File: src/rtl/maf_mul_sched.sv
// Issue scheduler for the 24x24 partial-product multiplier array: arbitration, half-op
// packing, LAT-delayed result tags and credit gating. Optional perf counters: MUL_SCHED_PERF_EN.
module maf_mul_sched #(
  parameter int unsigned WIDTH   = 24,
  parameter int unsigned LAT     = 2,
  parameter int unsigned CREDITS = 4
`ifdef MUL_SCHED_PERF_EN
  ,
  parameter int unsigned CNT_W   = 16
`endif
) (
  input  logic                             clk_i,
  input  logic                             rst_i,
  input  logic                             r0_valid_i,
  input  logic                             r0_fp32_i,
  input  logic [WIDTH-1:0]                 r0_a_i,
  input  logic [WIDTH-1:0]                 r0_b_i,
  output logic                             r0_ready_o,
  input  logic                             r1_valid_i,
  input  logic [10:0]                      r1_a_i,
  input  logic [10:0]                      r1_b_i,
  output logic                             r1_ready_o,
  output logic [2:0]                       cont_o,
  output logic [WIDTH-1:0]                 m_a_o,
  output logic [WIDTH-1:0]                 m_b_o,
  output logic                             iss_valid_o,
  input  logic                             ret_ack_i,
  output logic                             tag_valid_o,
  output logic [2:0]                       tag_cont_o,
  output logic                             tag_lo_r1_o,
  output logic [$clog2(CREDITS+1)-1:0]     credits_o,
  output logic                             err_o
`ifdef MUL_SCHED_PERF_EN
  ,
  output logic [CNT_W-1:0]                 perf_issue_o,
  output logic [CNT_W-1:0]                 perf_pair_o
`endif
);

  localparam int unsigned HALF_W = 11;
  localparam int unsigned CRED_W = $clog2(CREDITS+1);
  localparam logic [CRED_W-1:0] CRED_MAX = CRED_W'(CREDITS);

  localparam logic [2:0] CONT_FULL   = 3'b000;
  localparam logic [2:0] CONT_DUAL   = 3'b001;
  localparam logic [2:0] CONT_SINGLE = 3'b010;
  localparam logic [2:0] CONT_IDLE   = 3'b011;

  typedef struct packed {
    logic       vld;
    logic [2:0] cont;
    logic       lo_r1;
  } tag_t;

  logic             prio_q, prio_d;
  logic [2:0]       cont_q, cont_d;
  logic [WIDTH-1:0] m_a_q, m_a_d, m_b_q, m_b_d;
  logic             iss_q, iss_d;
  logic             lo_r1_q, lo_r1_d;
  logic [CRED_W-1:0] cred_q, cred_d;
  logic             err_q, err_d;
  tag_t             tag_q [LAT];

  logic gnt0, gnt1, issue;

  // Lo half in [10:0], hi half in [22:12]; guard bits 11 and 23 stay zero.
  function automatic logic [WIDTH-1:0] pack_halves(input logic [HALF_W-1:0] lo,
                                                   input logic [HALF_W-1:0] hi);
    logic [WIDTH-1:0] w;
    w = '0;
    w[HALF_W-1:0]        = lo;
    w[2*HALF_W:HALF_W+1] = hi;
    return w;
  endfunction

  // Grant: pair r0-half with r1, otherwise prio decides an fp32/r1 conflict.
  always_comb begin
    gnt0  = 1'b0;
    gnt1  = 1'b0;
    if (cred_q != '0) begin
      gnt0 = r0_valid_i & (~r1_valid_i | ~r0_fp32_i | ~prio_q);
      gnt1 = r1_valid_i & (~r0_valid_i | ~r0_fp32_i | prio_q);
    end
    issue = gnt0 | gnt1;
  end

  assign r0_ready_o = gnt0;
  assign r1_ready_o = gnt1;

  // Next issue register contents.
  always_comb begin
    cont_d  = CONT_IDLE;
    iss_d   = 1'b0;
    lo_r1_d = 1'b0;
    m_a_d   = m_a_q;
    m_b_d   = m_b_q;
    prio_d  = prio_q;
    if (gnt0 && gnt1) begin
      cont_d = CONT_DUAL;
      iss_d  = 1'b1;
      m_a_d  = pack_halves(r0_a_i[HALF_W-1:0], r1_a_i);
      m_b_d  = pack_halves(r0_b_i[HALF_W-1:0], r1_b_i);
    end else if (gnt0) begin
      iss_d = 1'b1;
      if (r0_fp32_i) begin
        cont_d = CONT_FULL;
        m_a_d  = r0_a_i;
        m_b_d  = r0_b_i;
      end else begin
        cont_d = CONT_SINGLE;
        m_a_d  = pack_halves(r0_a_i[HALF_W-1:0], '0);
        m_b_d  = pack_halves(r0_b_i[HALF_W-1:0], '0);
      end
      if (r1_valid_i) prio_d = ~prio_q;
    end else if (gnt1) begin
      cont_d  = CONT_SINGLE;
      iss_d   = 1'b1;
      lo_r1_d = 1'b1;
      m_a_d   = pack_halves(r1_a_i, '0);
      m_b_d   = pack_halves(r1_b_i, '0);
      if (r0_valid_i) prio_d = ~prio_q;
    end
  end

  // Credit accounting; a return with nothing outstanding is dropped and flagged.
  always_comb begin
    cred_d = cred_q;
    err_d  = err_q;
    if (ret_ack_i && (cred_q == CRED_MAX)) begin
      err_d = 1'b1;
      if (issue) cred_d = cred_q - CRED_W'(1);
    end else if (issue && !ret_ack_i) begin
      cred_d = cred_q - CRED_W'(1);
    end else if (!issue && ret_ack_i) begin
      cred_d = cred_q + CRED_W'(1);
    end
  end

  always_ff @(posedge clk_i) begin
    if (rst_i) begin
      prio_q  <= 1'b0;
      cont_q  <= CONT_IDLE;
      m_a_q   <= '0;
      m_b_q   <= '0;
      iss_q   <= 1'b0;
      lo_r1_q <= 1'b0;
      cred_q  <= CRED_MAX;
      err_q   <= 1'b0;
    end else begin
      prio_q  <= prio_d;
      cont_q  <= cont_d;
      m_a_q   <= m_a_d;
      m_b_q   <= m_b_d;
      iss_q   <= iss_d;
      lo_r1_q <= lo_r1_d;
      cred_q  <= cred_d;
      err_q   <= err_d;
    end
  end

  // Tag delay line aligned with the array result.
  always_ff @(posedge clk_i) begin
    if (rst_i) begin
      for (int unsigned i = 0; i < LAT; i++) tag_q[i] <= '0;
    end else begin
      tag_q[0] <= {iss_q, cont_q, lo_r1_q};
      for (int unsigned i = 1; i < LAT; i++) tag_q[i] <= tag_q[i-1];
    end
  end

  assign cont_o      = cont_q;
  assign m_a_o       = m_a_q;
  assign m_b_o       = m_b_q;
  assign iss_valid_o = iss_q;
  assign tag_valid_o = tag_q[LAT-1].vld;
  assign tag_cont_o  = tag_q[LAT-1].cont;
  assign tag_lo_r1_o = tag_q[LAT-1].lo_r1;
  assign credits_o   = cred_q;
  assign err_o       = err_q;

`ifdef MUL_SCHED_PERF_EN
  logic [CNT_W-1:0] perf_issue_q, perf_pair_q;

  // Saturating issue / paired-issue counters.
  always_ff @(posedge clk_i) begin
    if (rst_i) begin
      perf_issue_q <= '0;
      perf_pair_q  <= '0;
    end else begin
      if (issue && (perf_issue_q != '1)) perf_issue_q <= perf_issue_q + CNT_W'(1);
      if (gnt0 && gnt1 && (perf_pair_q != '1)) perf_pair_q <= perf_pair_q + CNT_W'(1);
    end
  end

  assign perf_issue_o = perf_issue_q;
  assign perf_pair_o  = perf_pair_q;
`endif

endmodule
File: config.mk
export PLATFORM = sky130hd
export DESIGN_NAME = maf_mul_sched
export DESIGN_NICKNAME = d
export VERILOG_FILES = /design/src/rtl/maf_mul_sched.sv
export SDC_FILE = /design/constraint.sdc
export NUM_CORES = 1
export LEC_CHECK = 0
export ABC_AREA = 1
export BUFFER_PORTS_ARGS = -buffer_cell sky130_fd_sc_hd__buf_2
export CAP_MARGIN = 20
export CORE_ASPECT_RATIO = 1.75
export CORE_MARGIN = 2
export CORE_UTILIZATION = 43
export CTS_BUF_LIST = sky130_fd_sc_hd__clkbuf_8
export DETAILED_ROUTE_END_ITERATION = 8
export PLACE_DENSITY = 0.84
export SLEW_MARGIN = 20
export SYNTH_ARGS = -nofsm -noshare
export SYNTH_HDL_FRONTEND = slang
export SYNTH_SLANG_ARGS = --single-unit
File: constraint.sdc
create_clock -name clk_i -period 1.8 [get_ports clk_i]
set_clock_uncertainty 0.15 [all_clocks]
set_input_delay 0.18 -clock clk_i [delete_from_list [all_inputs] [get_ports clk_i]]
set_output_delay 0.18 -clock clk_i [all_outputs]
set_load 0.02 [all_outputs]
# After elaboration in Yosys (flattened, before gate mapping)
# Memory sizes are Yosys's and may differ from the RTL's.
# Cells that the tools add are included.
# totals
regBits	58
mem_bits_rw	10
elab_cells	76
n_memories	1
# mem_list
name	depth	width	read_ports	rd_clocked_by_memory_dff	wr	line_no	text
tag_q	2	5	2	0	2	62	tag_t tag_q [LAT];
# classes
addsub	2
n_eq_ne	3
n_mux	30
bitwise	14
n_reduce_logical	15
# ops
operator	count
two-way mux 24 bit	6
two-way mux 23 bit	2
two-way mux 1 bit	13
two-way mux 3 bit	4
two-way mux 5 bit	2
nonzero test 3 bit	3
bitwise OR 1 bit	7
two-way mux 2 bit	3
inverter 1 bit	5
logical AND 1 bit	4
!= test 2 bit, second input constant	2
AND reduction 4 bit	1
nonzero test 2 bit	2
adder 3 x 1 -> 3 bit, second input constant	1
equality test 3 bit, second input constant	1
OR reduction 3 bit	1
subtractor 3 x 1 -> 3 bit, second input constant	1
AND 1 bit	2
zero test 1 bit	2
AND reduction 2 bit	1
OR reduction 2 bit	1

# Longest topological paths before layout
# Gate-level depths: netlist (run 1).
# logic_depth
depth_word	11
mapped_depth	12

# Least setup slack after synthesis (run 1)
# Ideal clock, no wire load.
# synth_path
kind	register to register
startpoint	reg cred_q[0], in the netlist credits_o[0]
endpoint	reg m_a_q[15], in the netlist m_a_o[15]
arrival_ns	1.744
required_time_ns	1.593
path_slack_ns	-0.151
path_stages_with_launch	13
path_cell_list	dfxtp_1 -> inv_1 -> ha_1 -> nand2_4 -> nand2_2 -> nor2_4 -> nand2_4 -> inv_2 -> buf_6 -> nand2_1 -> nand3_1 -> nand2_1 -> inv_1
# synth_via
elab_chain_cells	4
elab_cells_between_ends	7
cone_classes	4 x mux; 3 x reduce/logical
# synth_rtl
element	line_no	text
from (decl)	60	logic [CRED_W-1:0] cred_q, cred_d;
from (signal assigned)	156	cred_q <= cred_d;
nonzero test 3 bit *	80	if (cred_q != '0) begin
two-way mux 1 bit *	80	
named net r1_ready_o	22	output logic r1_ready_o,
logical AND 1 bit	98	if (gnt0 && gnt1) begin
nonzero test 3 bit (no line) / two-way mux 23 bit (equally long branches)	-	
to (signal assigned)	152	m_a_q <= m_a_d;
to (decl)	57	logic [WIDTH-1:0] m_a_q, m_a_d, m_b_q, m_b_d;
# The timed path passes the listed nets; every way through them passes the cells marked *.
# A chain may end at the register's enable or synchronous reset.

# Worst setup path in the final report (run 1)
# layout_path
startpoint	reg cred_q[0], in the netlist credits_o[0]
endpoint	reg m_b_q[17], in the netlist m_b_o[17]
# layout_via
elab_chain_cells	4
elab_cells_between_ends	7
cone_classes	4 x mux; 3 x reduce/logical
# layout_rtl
element	line_no	text
nonzero test 3 bit *	80	
two-way mux 1 bit	80	
two-way mux 24 bit / logical AND 1 bit (equally long branches)	103, 98	
two-way mux 23 bit / nonzero test 3 bit (equally long branches)	-	
to (signal assigned)	153	m_b_q <= m_b_d;
to (decl)	57	
# Mark *: on every way between the ends. The rest lies on a longest branch, timed or not.

==> flow_metrics.tcl, run 1 <==
set metrics [dict create \
    max_stage_delay_ns 0.38 \
    cp_cell_sequence "inv_4 > ha_4 > nand2_4 > nand2_4 > nor2_8 > buf_12 > nor2_8 > buf_12 > clkbuf_16 > nand2_4 > nand3_2 > nand2_1 > inv_1" \
    syn_area_per_cell_um2 7.319 \
    ir_drop_v 0.0008347 \
    combPwrFrac_pct 46.1 \
    reg2reg_from "credits_o[0]" \
    wire_per_inst_um 16.24 \
    yosysSeqAreaShare_pct 43.90 \
    drtIter0Drc 174 \
    p_int_w 0.003593 \
    drtAntennaViolNets 0 \
    maxSlewViolCount 0 \
    cts_root_buf "clkbuf_8" \
    worstSkewPairLatency_ns 0.34 \
    yosysWarnings 0 \
    ys_seq_elements 65 \
    startpoint "credits_o[0]" \
    antenna_found_initial 0 \
    routed_wl_mm 11.35 \
    critical-path-top-delay-family "buffers and inverters" \
    cts_buffer_depth 2 \
    violations "setup timing" \
    hold_path_class "in -> reg" \
    cts_sinks 65 \
    p_leak_nw 2.762 \
    grt_max_degree 30 \
    drive_above_1_share_pct 41.63 \
    yosysTopAreaCell "dfxtp_1" \
    avgViaCountPerCell 5.122 \
    path_buf_inv 5 \
    synthCells 405 \
    start_util_pct 43.87 \
    period_share_pct 102.8 \
    drc 0 \
    fillers 468 \
    io_pins 139 \
    holdCritStartpoint "r0_b_i[5]" \
    rsz0062_at_grt "yes" \
    track_usage_pct 26.35 \
    crit_path_top_delay_cell "dfxtp_4" \
    worstSetupStartpointType "register" \
    die_x_um 66.76 \
    grt.overflow.total 0 \
    drt_first_pass_iters 4 \
    cts-buffers-inserted 9 \
    io_buffers 136 \
    fmax_ghz 0.5407 \
    power_frac_seq_pct 31.4 \
    final_cell_mix "134 x buf_2, 125 x nand2_1, 62 x dfxtp_1" \
    setup-tns-final_ns -0.2236 \
    clock_power_share_pct 22.5 \
    synthTopCellsByArea "dfxtp_1 44%, nand2_1 19%, nand3_1 6.2%" \
    fin_crit_ns 1.850 \
    netlist.area_leader.share_pct 43.90 \
    grt_pass1_vias 3420 \
    n_antenna_cell 0 \
    final_common_cell "buf_2" \
    placed_cell_area_um2 3751 \
    core_um2 6756 \
    synthesis.area_um2 2964 \
    fin_nets 689 \
    setup-violations-final 11 \
    max_cap_violations 0 \
    crit_arrival_ns 1.95 \
    path_clk_slew_ns 0.07 \
    status "complete, but fails checks" \
    hold_viol_final 0 \
    worstSetupPathType "reg -> reg" \
    ys_types 28 \
    die-area_um2 7599 \
    vias 3580 \
    grt_first_pass_wirelength_mm 15.21 \
    cts_max_level 3 \
    worstPathMaxFanout 6 \
    fp-row-count 40 \
    cpMostUsedCell "nand2_4" \
    die_h_um 113.8 \
    fin_ws_ns -0.04956 \
    gp_congestion 0.8438 \
    cp-end-kind "register" \
    power.density_cell_area_nw_per_um2 1151 \
    p_sw_w 0.002174 \
    worstPathRequired_ns 1.90 \
    cts_tree "built" \
    switching_share_pct 37.69 \
    area_delta_synth_final_pct 69.10 \
    postLayoutCellArea_um2 5012 \
    hpwl_mm 6.116 \
]
-- logic make-up after synthesis --
logic type / count (synthesis) / synth area share [%]
adders and majority gates: 3 / 1.266
xor gates and xnor gates: 2 / 0.5911
AOI/OAI and AO/OA: 55 / 10.93
and+or+nand+nor: 213 / 32.08
other: 1 / 0.1265
DFF: 65 / 43.90
buffers and inverters: 66 / 11.10
-- state kept, by name, indices dropped and copies added (netlist names) --
name	cells
m_a_o	24
iss_valid_o	1
prio_q	1
m_b_o	24
credits_o	3
err_o	1
lo_r1_q	1
cont_o	2
tag_q	8
-- area by class of cell --
cell class | instances | area (um2) | share of cell area (%)
Multi-Input combinational cell | 275 | 1623 | 32.38
Tap cell | 84 | 105.1 | 2.097
Clock buffer | 12 | 165.2 | 3.295
Clock inverter | 4 | 42.54 | 0.8487
Sequential cell | 65 | 1308 | 26.09
Inverter | 43 | 176.4 | 3.520
Timing Repair Buffer | 216 | 1593 | 31.78
-- power by group through the flow --
stage          Combinational (W)  Sequential [W]  Clock (W)
2_1_floorplan            0.00102         0.00204          0
3_3_place_gp             0.00181         0.00180          0
3_5_place_dp             0.00186         0.00181          0
4_1_cts                  0.00207         0.00178    0.00131
5_1_grt                  0.00285         0.00183    0.00137
6_report                 0.00266         0.00181    0.00130
-- worst reg2reg max path, delay by kind of cell (launching register included) --
family,cells,cell delay (ns)
adders and majority gates,1,0.16
DFF,1,0.38
buffers and inverters,5,0.54
and+or+nand+nor,7,0.53
-- per-layer routing --
| metal | GRT usage, % | vias to the layer above | share of wire, % |
|---|---|---|---|
| li1 | - | 1666 | - |
| met1 | 26.48 | 1676 | 35 |
| met2 | 46.07 | 176 | 54 |
| met3 | 5.128 | 62 | 5.2 |
| met4 | 20.00 | 0 | 6.4 |
| met5 | 0 | - | 0 |
-- synth_stat cells --
cell type and number:
buf_2 3, xor2_1 1, or2_2 5, conb_1 1, a21boi_0 11, inv_4 1, buf_6 6, o21bai_1 1
a41oi_1 1, nor2_1 12, nor2_4 3, nand2_1 147, dfxtp_1 65, nand4_1 1, buf_4 8, xnor2_1 1
buf_1 3, nand2_4 4, a21oi_1 25, nor2_8 2, ha_1 3, inv_2 2, inv_1 40, nand2_2 2
a21boi_1 6, o21ai_0 11, nand3_1 37, clkbuf_1 3
-- what timing repair did --
item	4_1_cts	5_1_grt
resized for setup	11	87
setup endpoints to repair	7	48
cloned	0	5
pin swaps	3	34
setup buffers	7	7
hold endpoints to repair	44	0
hold buffers	48	0
-- stage by stage --
step                      power (W)  util [%]  instances  setup WS, ns  hold WS, ns
after floorplan            0.003062         -        406      0.007563       0.1727
after global placement     0.003608     55.52        617       0.07449       0.2425
after detailed placement   0.003666     55.52        617      -0.04798       0.2466
after CTS                  0.005160     67.06        688     -0.003570    0.0008186
after global routing       0.006050     74.19        699       -0.1357      0.06351
final                      0.005767     74.19        699      -0.04956      0.04886
-- path summary, 6_finish.rpt --
check                           cells after the start  slack (ns)          end
worst min-delay path                                4        0.05     m_b_o[5]
worst max-delay path                               13       -0.05    m_b_o[17]
worst min register to register                      2        0.26  tag_q[0][0]
worst max register to register                     13       -0.05    m_b_o[17]
Note: power is estimated with default switching activity, not from simulation.
==> inputs of run 2 (changes only) <==
Settings changed: BUFFER_PORTS_ARGS -buffer_cell sky130_fd_sc_hd__buf_2 to -buffer_cell sky130_fd_sc_hd__buf_4, SKIP_CTS_REPAIR_TIMING set to 1.
==> run 2 against run 1 <==
The run ends with hold timing, setup timing left. Total power fell by 7.8%. Fmax fell by 3.5%. Die area did not move. Critical path depth fell by 6. Clock power fell by 13%. Global-route usage fell by 3.4 points. Cell count fell by 5.2%. Sequential share of layout area rose by 1.5 points. Highest routed layer unchanged. Via count fell by 8.8%. Critical path type is now reg -> out. Clock-buffer cell count fell by 1. Sequential cell count did not move. Non-clock buffer count fell by 38.
==> flow_metrics.tcl, run 2 (synthesis gave the netlist of run 1 again) <==
set metrics [dict create \
    status "complete, but fails checks" \
    violations "hold timing, setup timing" \
    drt_first_pass_iters 4 \
    fin_nets 653 \
    fp-row-count 40 \
    die_h_um 113.8 \
    power.density_cell_area_nw_per_um2 1119 \
    worstSetupPathType "reg -> out" \
    max_cap_violations 0 \
    drive_above_1_share_pct 38.34 \
    hold_path_class "in -> reg" \
    io_pins 139 \
    vias 3266 \
    placed_cell_area_um2 4069 \
    track_usage_pct 22.98 \
    fin_ws_ns -0.1162 \
    start_util_pct 43.87 \
    hold_viol_final 13 \
    antenna_found_initial 0 \
    startpoint "credits_o[1]" \
    cts_buffer_depth 2 \
    crit_arrival_ns 1.59 \
    cts_sinks 65 \
    drc 0 \
    drtIter0Drc 201 \
    fmax_ghz 0.5219 \
    die-area_um2 7599 \
    worstPathRequired_ns 1.47 \
    io_buffers 136 \
    core_um2 6756 \
    wire_per_inst_um 14.75 \
    max_slew_margin_pct 65.77 \
    grt_max_degree 40 \
    maxSlewViolCount 0 \
    path_clk_slew_ns 0.07 \
    cts_tree "built" \
    cts-buffers-inserted 9 \
    n_antenna_cell 0 \
    routed_wl_mm 9.782 \
    cts_max_level 3 \
    period_share_pct 106.5 \
    grt.overflow.total 0 \
    worst_hold_slack_ns -0.02735 \
    final_common_cell "buf_4" \
    crit_path_top_delay_cell "dfxtp_4" \
    holdCritStartpoint "r1_a_i[8]" \
    fin_crit_ns 1.916 \
    tightestPinTransition_ns 0.5128 \
    avgViaCountPerCell 4.926 \
    dp_slack_ns -0.07335 \
    rsz0062_at_grt "yes" \
    die_x_um 66.76 \
    worstSetupStartpointType "register" \
    cpMostUsedCell "nand2_4" \
    max_stage_delay_ns 0.38 \
    setup-violations-final 14 \
    fin_util_pct 70.30 \
    ir_drop_v 0.0006996 \
    area_delta_synth_final_pct 60.24 \
    worstPathMaxFanout 8 \
    postLayoutCellArea_um2 4750 \
    reg2reg_from "credits_o[1]" \
    worstSkewPairLatency_ns 0.34 \
    p_leak_nw 2.427 \
    critical-path-top-delay-family "flip-flops" \
    hpwl_mm 6.343 \
    cp-end-kind "output port" \
    path_buf_inv 3 \
    final_cell_mix "147 x buf_4, 145 x nand2_1, 63 x dfxtp_1" \
    cp_cell_sequence "inv_4 > ha_4 > nand2_4 > nand2_4 > nor2_8 > buf_8 > buf_6" \
    cts_root_buf "clkbuf_8" \
    drtAntennaViolNets 0 \
    gp_congestion 0.9020 \
    grt_pass1_vias 2892 \
    grt_first_pass_wirelength_mm 13.38 \
]
run 2: cell count changes in the layout (fill, tap and decap cells not counted), sizes merged, moves of 2 or more:
| cell | before | now |
|---|---|---|
| dlygate4sd3 | 48 | 19 |
| buf | 164 | 157 |
| clkinv | 1 | 6 |
| clkbuf | 16 | 13 |
| inv | 45 | 42 |
| clkinvlp | 0 | 2 |
run 2: final cells by class:
class | count | area (um2)
clock buffers | 11 | 151.4
clock inverters | 5 | 30.03
fillers | 526 | 2007
inverters | 43 | 181.4
multi-input cells | 275 | 1436
flip-flops and latches | 65 | 1309
well taps | 84 | 105.1
repair buffers | 178 | 1504
repair inverters | 2 | 32.53
run 2: routing by layer:
layer / wire length (um) / track usage [%]
met1: 3452 / 24.53
met5: 0 / 0
met4: 248 / 11.16
met2: 5522 / 41.80
met3: 559 / 4.339
run 2: power breakdown:
group / leakage, nW / internal [W] / total (W) / switching [W]
logic: 1.80 / 0.00109 / 0.00239 / 0.00129
registers: 0.536 / 0.00167 / 0.00180 / 0.000135
clock network: 0.0911 / 0.000567 / 0.00113 / 0.000561
run 2: worst reg2reg max path: cells and delay by family, from the launching register on:
family,cells,cell delay (ns)
AND/OR/NAND/NOR,4,0.43
flip-flops,1,0.38
buffers and inverters,3,0.38
AO/OA/AOI/OAI,2,0.20
adder cells (fa/ha/maj),1,0.17
run 2: path summary, 6_finish.rpt:
| path | cells past startpoint | slack (ns) | end |
|---|---|---|---|
| setup / recovery | 7 | -0.12 | r0_ready_o |
| hold / removal | 3 | -0.03 | m_a_o[8] |
| setup reg to reg | 10 | -0.03 | m_b_o[3] |
| hold reg to reg | 2 | 0.24 | tag_q[0][0] |
run 2: metrics by stage:
step / total power [W] / setup TNS, ns / std cells
floorplan: 0.003062 / 0 / 406
global placement: 0.003727 / 0 / 614
detailed placement: 0.003798 / -0.3424 / 614
CTS: 0.004923 / -1.523 / 630
global route: 0.005628 / -2.134 / 663
finish: 0.005317 / -0.2679 / 663
